$ cat config.mk
export PLATFORM = sky130hd
export DESIGN_NAME = rename_reg_file
export DESIGN_NICKNAME = d
export VERILOG_FILES = /design/src/rtl/rename_reg_file.sv
export SDC_FILE = /design/constraint.sdc
export NUM_CORES = 2
export LEC_CHECK = 0
export BUFFER_PORTS_ARGS = -buffer_cell sky130_fd_sc_hd__clkbuf_2
export CAP_MARGIN = 20
export CORE_ASPECT_RATIO = 0.8
export CORE_UTILIZATION = 30
export CTS_BUF_LIST = sky130_fd_sc_hd__clkbuf_2 sky130_fd_sc_hd__clkbuf_4 sky130_fd_sc_hd__clkbuf_8
export CTS_CLUSTER_SIZE = 25
export DETAILED_ROUTE_END_ITERATION = 16
export GPL_ROUTABILITY_DRIVEN = 0
export PLACE_DENSITY = 0.47
export REMOVE_ABC_BUFFERS = 1
export SLEW_MARGIN = 0
export SYNTH_ARGS = -nofsm -noshare
export SYNTH_HDL_FRONTEND = slang
export SYNTH_SLANG_ARGS = --single-unit
$ cat constraint.sdc
create_clock -name clk_in -period 8.15 [get_ports clk_in]
set_input_delay 1.63 -clock clk_in [delete_from_list [all_inputs] [get_ports clk_in]]
set_output_delay 1.63 -clock clk_in [all_outputs]
set_load 0.01 [all_outputs]
$ cat src/rtl/rename_reg_file.sv
// Register file with rename status for an out-of-order core: each architectural
// register holds a value, a busy flag and the ROB tag of its pending producer.
// Ports: clk_in/rst_in (sync, active-high)/rdy_in (global enable)/clr_in (flush);
//   issue_* renames a destination, commit_* retires a value from the ROB;
//   rp_addr -> rp_val/rp_busy/rp_tag are NRP combinational read ports;
//   busy_cnt is the registered number of busy registers.
// Reads are combinational with a same-cycle commit bypass; state updates land on the next edge.
module rename_reg_file #(
    parameter int XLEN      = 32,
    parameter int NREG      = 32,
    parameter int ROB_WIDTH = 4,
    parameter int NRP       = 2,
    localparam int AW       = $clog2(NREG)
) (
    input  logic                     clk_in,
    input  logic                     rst_in,
    input  logic                     rdy_in,
    input  logic                     clr_in,
    input  logic                     issue_valid,
    input  logic [AW-1:0]            issue_rd,
    input  logic [ROB_WIDTH-1:0]     issue_rob_idx,
    input  logic                     commit_valid,
    input  logic [AW-1:0]            commit_rd,
    input  logic [XLEN-1:0]          commit_val,
    input  logic [ROB_WIDTH-1:0]     commit_rob_idx,
    input  logic [NRP*AW-1:0]        rp_addr,
    output logic [NRP*XLEN-1:0]      rp_val,
    output logic [NRP-1:0]           rp_busy,
    output logic [NRP*ROB_WIDTH-1:0] rp_tag,
    output logic [AW:0]              busy_cnt
);

    logic [XLEN-1:0]      val_q [NREG];
    logic [ROB_WIDTH-1:0] tag_q [NREG];
    logic [NREG-1:0]      busy_q;
    logic [AW:0]          cnt_q;

    logic commit_en;
    logic commit_hit;
    logic issue_en;
    logic cnt_inc;
    logic cnt_dec;

    // Register 0 is hardwired: writes to it are simply never enabled.
    assign commit_en  = rdy_in && commit_valid && (commit_rd != '0);
    // The retiring instruction is still the newest producer of its rd.
    assign commit_hit = commit_en && busy_q[commit_rd] && (tag_q[commit_rd] == commit_rob_idx);
    assign issue_en   = rdy_in && !clr_in && issue_valid && (issue_rd != '0);

    // Re-renaming an already busy register adds nothing; a clear that the
    // same-cycle issue overrides removes nothing.
    assign cnt_inc = issue_en && !busy_q[issue_rd];
    assign cnt_dec = commit_hit && !(issue_en && (issue_rd == commit_rd));

    always_ff @(posedge clk_in) begin
        if (rst_in) begin
            for (int i = 0; i < NREG; i++) begin
                val_q[i] <= '0;
                tag_q[i] <= '0;
            end
            busy_q <= '0;
            cnt_q  <= '0;
        end else if (rdy_in) begin
            // Retired values are architectural even when a newer rename or a
            // flush is in flight.
            if (commit_en) begin
                val_q[commit_rd] <= commit_val;
            end
            if (clr_in) begin
                for (int i = 0; i < NREG; i++) begin
                    tag_q[i] <= '0;
                end
                busy_q <= '0;
                cnt_q  <= '0;
            end else begin
                if (commit_hit) begin
                    busy_q[commit_rd] <= 1'b0;
                    tag_q[commit_rd]  <= '0;
                end
                // Placed after the commit clear so a same-register issue wins.
                if (issue_en) begin
                    busy_q[issue_rd] <= 1'b1;
                    tag_q[issue_rd]  <= issue_rob_idx;
                end
                cnt_q <= cnt_q + {{AW{1'b0}}, cnt_inc} - {{AW{1'b0}}, cnt_dec};
            end
        end
    end

    assign busy_cnt = cnt_q;

    // Read ports see pre-edge state only; the bypass is deliberately not
    // gated by rdy_in so a stalled consumer still observes the retiring value.
    for (genvar p = 0; p < NRP; p++) begin : g_rp
        logic [AW-1:0] addr;
        logic          byp;
        logic          is_zero;

        assign addr    = rp_addr[p*AW +: AW];
        assign is_zero = (addr == '0);
        assign byp     = commit_valid && !is_zero && (commit_rd == addr)
                         && busy_q[addr] && (tag_q[addr] == commit_rob_idx);

        assign rp_val[p*XLEN +: XLEN]           = is_zero ? '0 : (byp ? commit_val : val_q[addr]);
        assign rp_busy[p]                       = !is_zero && !byp && busy_q[addr];
        assign rp_tag[p*ROB_WIDTH +: ROB_WIDTH] = rp_busy[p] ? tag_q[addr] : '0;
    end

endmodule

Yosys cells after proc, flatten, opt, wreduce, memory -nomap -nowiden
Memory sizes are Yosys's and may differ from the RTL's.
Cells that the tools add are included.
{"block": "word_totals", "mem_count": 2, "inputBits": 66, "ramBits": 1152, "register_bits": 38}
{"block": "classes", "muxes": 86, "add_sub_neg": 2, "bitwise_logic": 35, "magnitude_cmp": 6, "reduce_logical": 38, "eq_ne": 6}
{"name": "val_q", "words": 32, "width": 32, "rd": 2, "rd_clocked_by_memory_dff": 0, "wr": 32, "line": "33", "rtl": "logic [XLEN-1:0] val_q [NREG];"}
{"name": "tag_q", "words": 32, "width": 4, "rd": 3, "rd_clocked_by_memory_dff": 0, "wr": 32, "line": "34", "rtl": "logic [ROB_WIDTH-1:0] tag_q [NREG];"}
{"op": "$mux W32", "n": 11}
{"op": "$mux W4", "n": 36}
{"op": "$and A32 B32 Y32", "n": 1}
{"op": "$not A32 Y32", "n": 1}
{"op": "$or A1 B1 Y1", "n": 32}
{"op": "$or A32 B32 Y32", "n": 1}
{"op": "$reduce_or A32 Y1", "n": 1}
{"op": "$mux W1", "n": 29}
{"op": "$logic_and A1 B1 Y1", "n": 24}
{"op": "$lt A5 B6 Y1 const B", "n": 4}
{"op": "$bmux W1 S5", "n": 4}
{"op": "$eq A5 B5 Y1", "n": 3}
{"op": "$mux W5", "n": 3}
{"op": "$eq A4 B4 Y1", "n": 3}
{"op": "$demux W1 S5", "n": 2}
{"op": "$ge A5 B1 Y1 const B", "n": 2}
{"op": "$logic_not A5 Y1", "n": 2}
{"op": "$reduce_bool A5 Y1", "n": 2}
{"op": "$reduce_or A4 Y1", "n": 2}
{"op": "$logic_not A1 Y1", "n": 7}
{"op": "$add A6 B1 Y6", "n": 1}
{"op": "$mux W6", "n": 1}
{"op": "$sub A6 B1 Y6", "n": 1}

Depth between registers and ports, before layout
{"block": "logic_depth", "ltp_word": 13, "depth_mapped": 24}

Least setup slack after synthesis
No wires, ideal clock.
{"block": "synth_path", "path_type": "input -> output", "start": "input port rp_addr[0]", "end": "output port rp_val[10]", "t_arrival_ns": 4.648, "t_required_ns": 6.520, "n_path_buf": 6, "setup_slack_ns": 1.872, "cell_stages": 11, "cell_sequence": "buf_2 > buf_2 > buf_4 > buf_2 > buf_2 > buf_1 > mux4_2 > mux4_2 > nor2_1 > o22ai_1 > and3_1"}
{"block": "synth_via", "elab_chain_len": 8, "elab_cells_between_ends": 14, "cone_classes": "2 x eq/ne; 4 x mux; 6 x reduce/logical; 2 x memory"}
{"item": "start, declared", "line": "26", "rtl": "input logic [NRP*AW-1:0] rp_addr,"}
{"item": "parallel branches: the longest is 7 deep, another holds $mem_v2 Z32 W4"}
{"item": "$mux W32 *", "line": "104", "rtl": "assign rp_val[p*XLEN +: XLEN] = is_zero ? '0 : (byp ? commit_val : val_q[addr]);"}
{"item": "end, declared", "line": "27", "rtl": "output logic [NRP*XLEN-1:0] rp_val,"}
Every way passes the cells marked *. The select of a mux whose other input is x is not followed.

Final worst setup path
{"block": "layout_path", "start": "input port rp_addr[5]", "end": "output port rp_val[39]"}
Same word-level chain as after synthesis.

==> qor.yml <==
global_route:
  grt_start_max_net_pins: 118
  global_route_wire_length_before_repair_mm: 362.8
  gr-usage-met1: 0.3343
  global_routing_s_busiest_layer: "met2"
  global_route.usage.met2: 0.3588
  groute.usage.overall: 0.2341
  antenna_found_initial: 38
  groute.layer.met3.usage: 0.04669
  via_count_of_the_first_global_routing_pass: 42670
  global_route.overflow_total: 0
routing:
  avgRoutedWirePerCell_um: 35.01
  detailedRoute.firstIterationViolations: 5965
  drt-vias-per-instance: 5.712
  drc_errors: 0
  routed_via_count: 43410
  ant_nets: 0
  totalWireLength_mm: 266.1
  drt_first_pass_iters: 7
clocking:
  h-tree-depth: 4
  cts.clk_slew.worst_paths_ns: 0.06
  clock_sink_count: 1190
  postCtsSetupRepairBufs: 0
  cts-buffers-inserted: 204
  cts_hold_bufs: 0
  cts_resized: 0
  insertion_delay_ns: 0.94
  clockRootBuffer: "sky130_fd_sc_hd__clkbuf_8"
  clk_path_buf_depth: 4
  tritoncts: "yes"
synth:
  avgSynthCellArea_sq_um: 15.06
  synth_compound_area_frac: 0.02777
  synthesized_area_fraction_occupied_by_adder_cells: 0.001427
  yosysSeqAreaShare: 0.5305
  netlist.area_leader.share: 0.5191
  synth_top_flop_cell: "sky130_fd_sc_hd__edfxtp_1"
  dominant_combinational_cell_family_by_area_after_synthesis: "multiplexers"
  synth-edff-count: 1152
  postSynthRegisterBits: 1190
  netlist_instances: 4426
  post_synth_main_area_contributors: "sky130_fd_sc_hd__edfxtp_1, sky130_fd_sc_hd__mux4_2, sky130_fd_sc_hd__and2_1"
  synth_area_leader_cell: "sky130_fd_sc_hd__edfxtp_1"
  yosysUniqueCellTypes: 61
  ys_warn_count: 0
  post_synth_mux_area_share: 0.2676
  ys_async_sr_fraction: 0
  simple_gate_fraction_of_synth_area: 0.1394
  post_synth_xor_area_fraction: 0.003549
  syn-cell-area_sq_mm: 0.06664
worst_hold_path:
  hp-start: "busy_cnt[5]$_SDFFE_PP0P_"
  holdPathEnd: "busy_cnt[5]$_SDFFE_PP0P_"
  hold_path_class: "flop to flop"
  hold-path-cell-count: 2
sta:
  clock-skew-final_ns: 0.09475
  final-setup-viol-count: 0
  rsz0062_at_grt: "false"
  hold_violations: 0
  max_slew_headroom: 0.2373
  worst_slack_ns: 0.9552
  timing.final.crit_share: 0.8828
  final-max-slew-violation-count: 0
  final_period_demand_of_the_worst_path_ns: 7.195
  setup_tns_ns: 0
  achievable-frequency_mhz: 139.0
  worst_max_slew_pin_slew_ns: 1.141
worst_setup_path:
  worst-path-buf-inv: 5
  regToRegSetupSlack_ns: 3.39
  setup.worst_path.end_class: "output pin"
  crit_path_start: "rp_addr[5]"
  maximum_fanout_along_the_worst_path: 67
  worstPathRequired_ns: 6.52
  critical-path-max-stage-delay_ns: 0.55
  critical_path.most_common_cell: "sky130_fd_sc_hd__buf_12"
  crit_arrival_ns: 5.56
  worst_r2r_startpoint: "tag_q[19][3]$_SDFFCE_PN0P_"
  path_cells: "buf_8, buf_12, nor2b_1, a221oi_1, a22o_1, or4_1, a22oi_1, nand4_1, buf_12, buf_4, nor2_1, a211oi_1, clkbuf_2"
  r2r_cells: 18
  critical_path_class: "input port to output pin"
  cp_slowest_cell: "sky130_fd_sc_hd__a211oi_1"
  rr_endpoint: "busy_cnt[5]$_SDFFE_PP0P_"
  critical_path.top_delay_family: "buffers and inverters"
  critPathLaunchType: "input port"
power_and_ir_drop:
  p_per_area_mw_per_mm2: 196.3
  net-switching-power_mw: 4.044
  reg_power_frac: 0.491
  p_comb_frac: 0.141
  switching_share: 0.2751
  power.static_leakage_nw: 25.51
  maximum_vdd_drop_uv: 123.4
  power.total_mw: 14.70
  clock_power_share: 0.368
  power_report.internal_total_mw: 10.66
finish:
  layout-drive-gt1-share: 0.3079
  nets: 4536
  area_growth_syn_to_layout_pct: 12.39
  finish.instance_area_sq_mm: 0.07489
placement:
  pre_cts_slack_ns: 1.010
  io_buffers: 145
  dpl-instance-area_sq_mm: 0.07098
  dpl_wire_length_mm: 155.4
floorplanning:
  die_height_um: 423.5
  floorplan.die.width_um: 528.9
  placement_rows: 154
  top_level_ports: 146
  floorplan_core_area_sq_mm: 0.2204
  start_util: 0.3023
  dieArea_sq_mm: 0.2240
outcome:
  run_status: "completed"
run:
  max-cap-violations: 0
-- tightest hold or removal path: stages, from the launching register on --
cell and delay, ns:
sky130_fd_sc_hd__dfxtp_1 0.33, sky130_fd_sc_hd__nand2_1 0.06, sky130_fd_sc_hd__a21oi_1 0.05
-- power groups by stage --
stage | clock [mW] | combinational, mW | sequential (mW)
floorplan | 0 | 1.03 | 7.25
global placement | 0 | 2.06 | 7.32
detailed placement | 0 | 2.06 | 7.33
CTS | 5.52 | 2.07 | 7.21
global route | 5.76 | 2.14 | 7.25
finish | 5.42 | 2.07 | 7.21
-- synth_stat cells, drive strengths merged, types with 7 or more instances --
library cell,count
buf,129
mux2,16
mux2i,121
nor4,7
a21oi,27
nand4,9
nor2b,13
clkbuf,357
and2,1041
nor3,11
edfxtp,1152
o211ai,32
o22ai,56
a22oi,34
dfxtp,38
a211oi,32
nor2,175
or3,38
xor2,15
xnor2,12
or2,35
and3,118
o21ai,13
o221ai,35
mux4,730
nand2,76
nand3,14
inv,16
-- cell type report --
cell class,count,area [sq um]
antenna,17,42.54
clock buffer,279,3390
clock inverter,83,434.2
fill,21230,145500
inverter,17,65.06
multi-input combinational,2768,29720
sequential,1190,35350
tap,2964,3709
timing repair buffer,282,2175
-- worst max path at each step --
stage               depth (start not counted)         end
floorplan                                   7   rp_tag[4]
global placement                            9  rp_val[28]
detailed placement                          9  rp_val[28]
CTS                                         9  rp_val[28]
global route                               13  rp_val[39]
finish                                     13  rp_val[39]
-- cells in the final DEF, fill, tap and decap left out, types with 36 or more instances in the layout --
cell                       instances
sky130_fd_sc_hd__clkbuf_4         72
sky130_fd_sc_hd__clkbuf_2        134
sky130_fd_sc_hd__dfxtp_1          38
sky130_fd_sc_hd__edfxtp_1       1152
sky130_fd_sc_hd__or3_1            38
sky130_fd_sc_hd__o22ai_1          56
sky130_fd_sc_hd__buf_4           112
sky130_fd_sc_hd__clkinv_1         55
sky130_fd_sc_hd__nor2_1          143
sky130_fd_sc_hd__nand2_1          76
sky130_fd_sc_hd__mux4_2          730
sky130_fd_sc_hd__mux2i_1         121
sky130_fd_sc_hd__clkbuf_8        209
sky130_fd_sc_hd__and3_1          118
sky130_fd_sc_hd__conb_1           36
sky130_fd_sc_hd__and2_1         1041
-- cells by family after synthesis --
logic type	count (synthesis)
AND/OR/NAND/NOR	1575
flip-flops	1190
multiplexers	867
buffers and inverters	503
AO/OA/AOI/OAI	256
XOR/XNOR	27
adder cells (fa/ha/maj)	7
other	1
-- per-layer routing --
metal,share of wire,wire length (um),up-vias
met4,0.028,7446,2
li1,-,-,17350
met3,0.092,24570,413
met2,0.46,121100,2510
met1,0.42,113000,23140
met5,0.000049,13,-
-- sequential cells by signal (all words and copies together), names as in the netlist --
signal and flops:
val_q 1024, busy_cnt 6, tag_q 128, busy_q 32
-- stage by stage --
stage / hold WS, ns / util / std cells
4_1_cts: 0.5161 / 0.3393 / 7581
6_report: 0.4977 / 0.3398 / 7600
2_1_floorplan: 0.4793 / - / 3975
3_3_place_gp: 0.5276 / 0.3218 / 7217
3_5_place_dp: 0.5079 / 0.3220 / 7219
5_1_grt: 0.5303 / 0.3396 / 7585
Power figures use the tool's default switching activity.
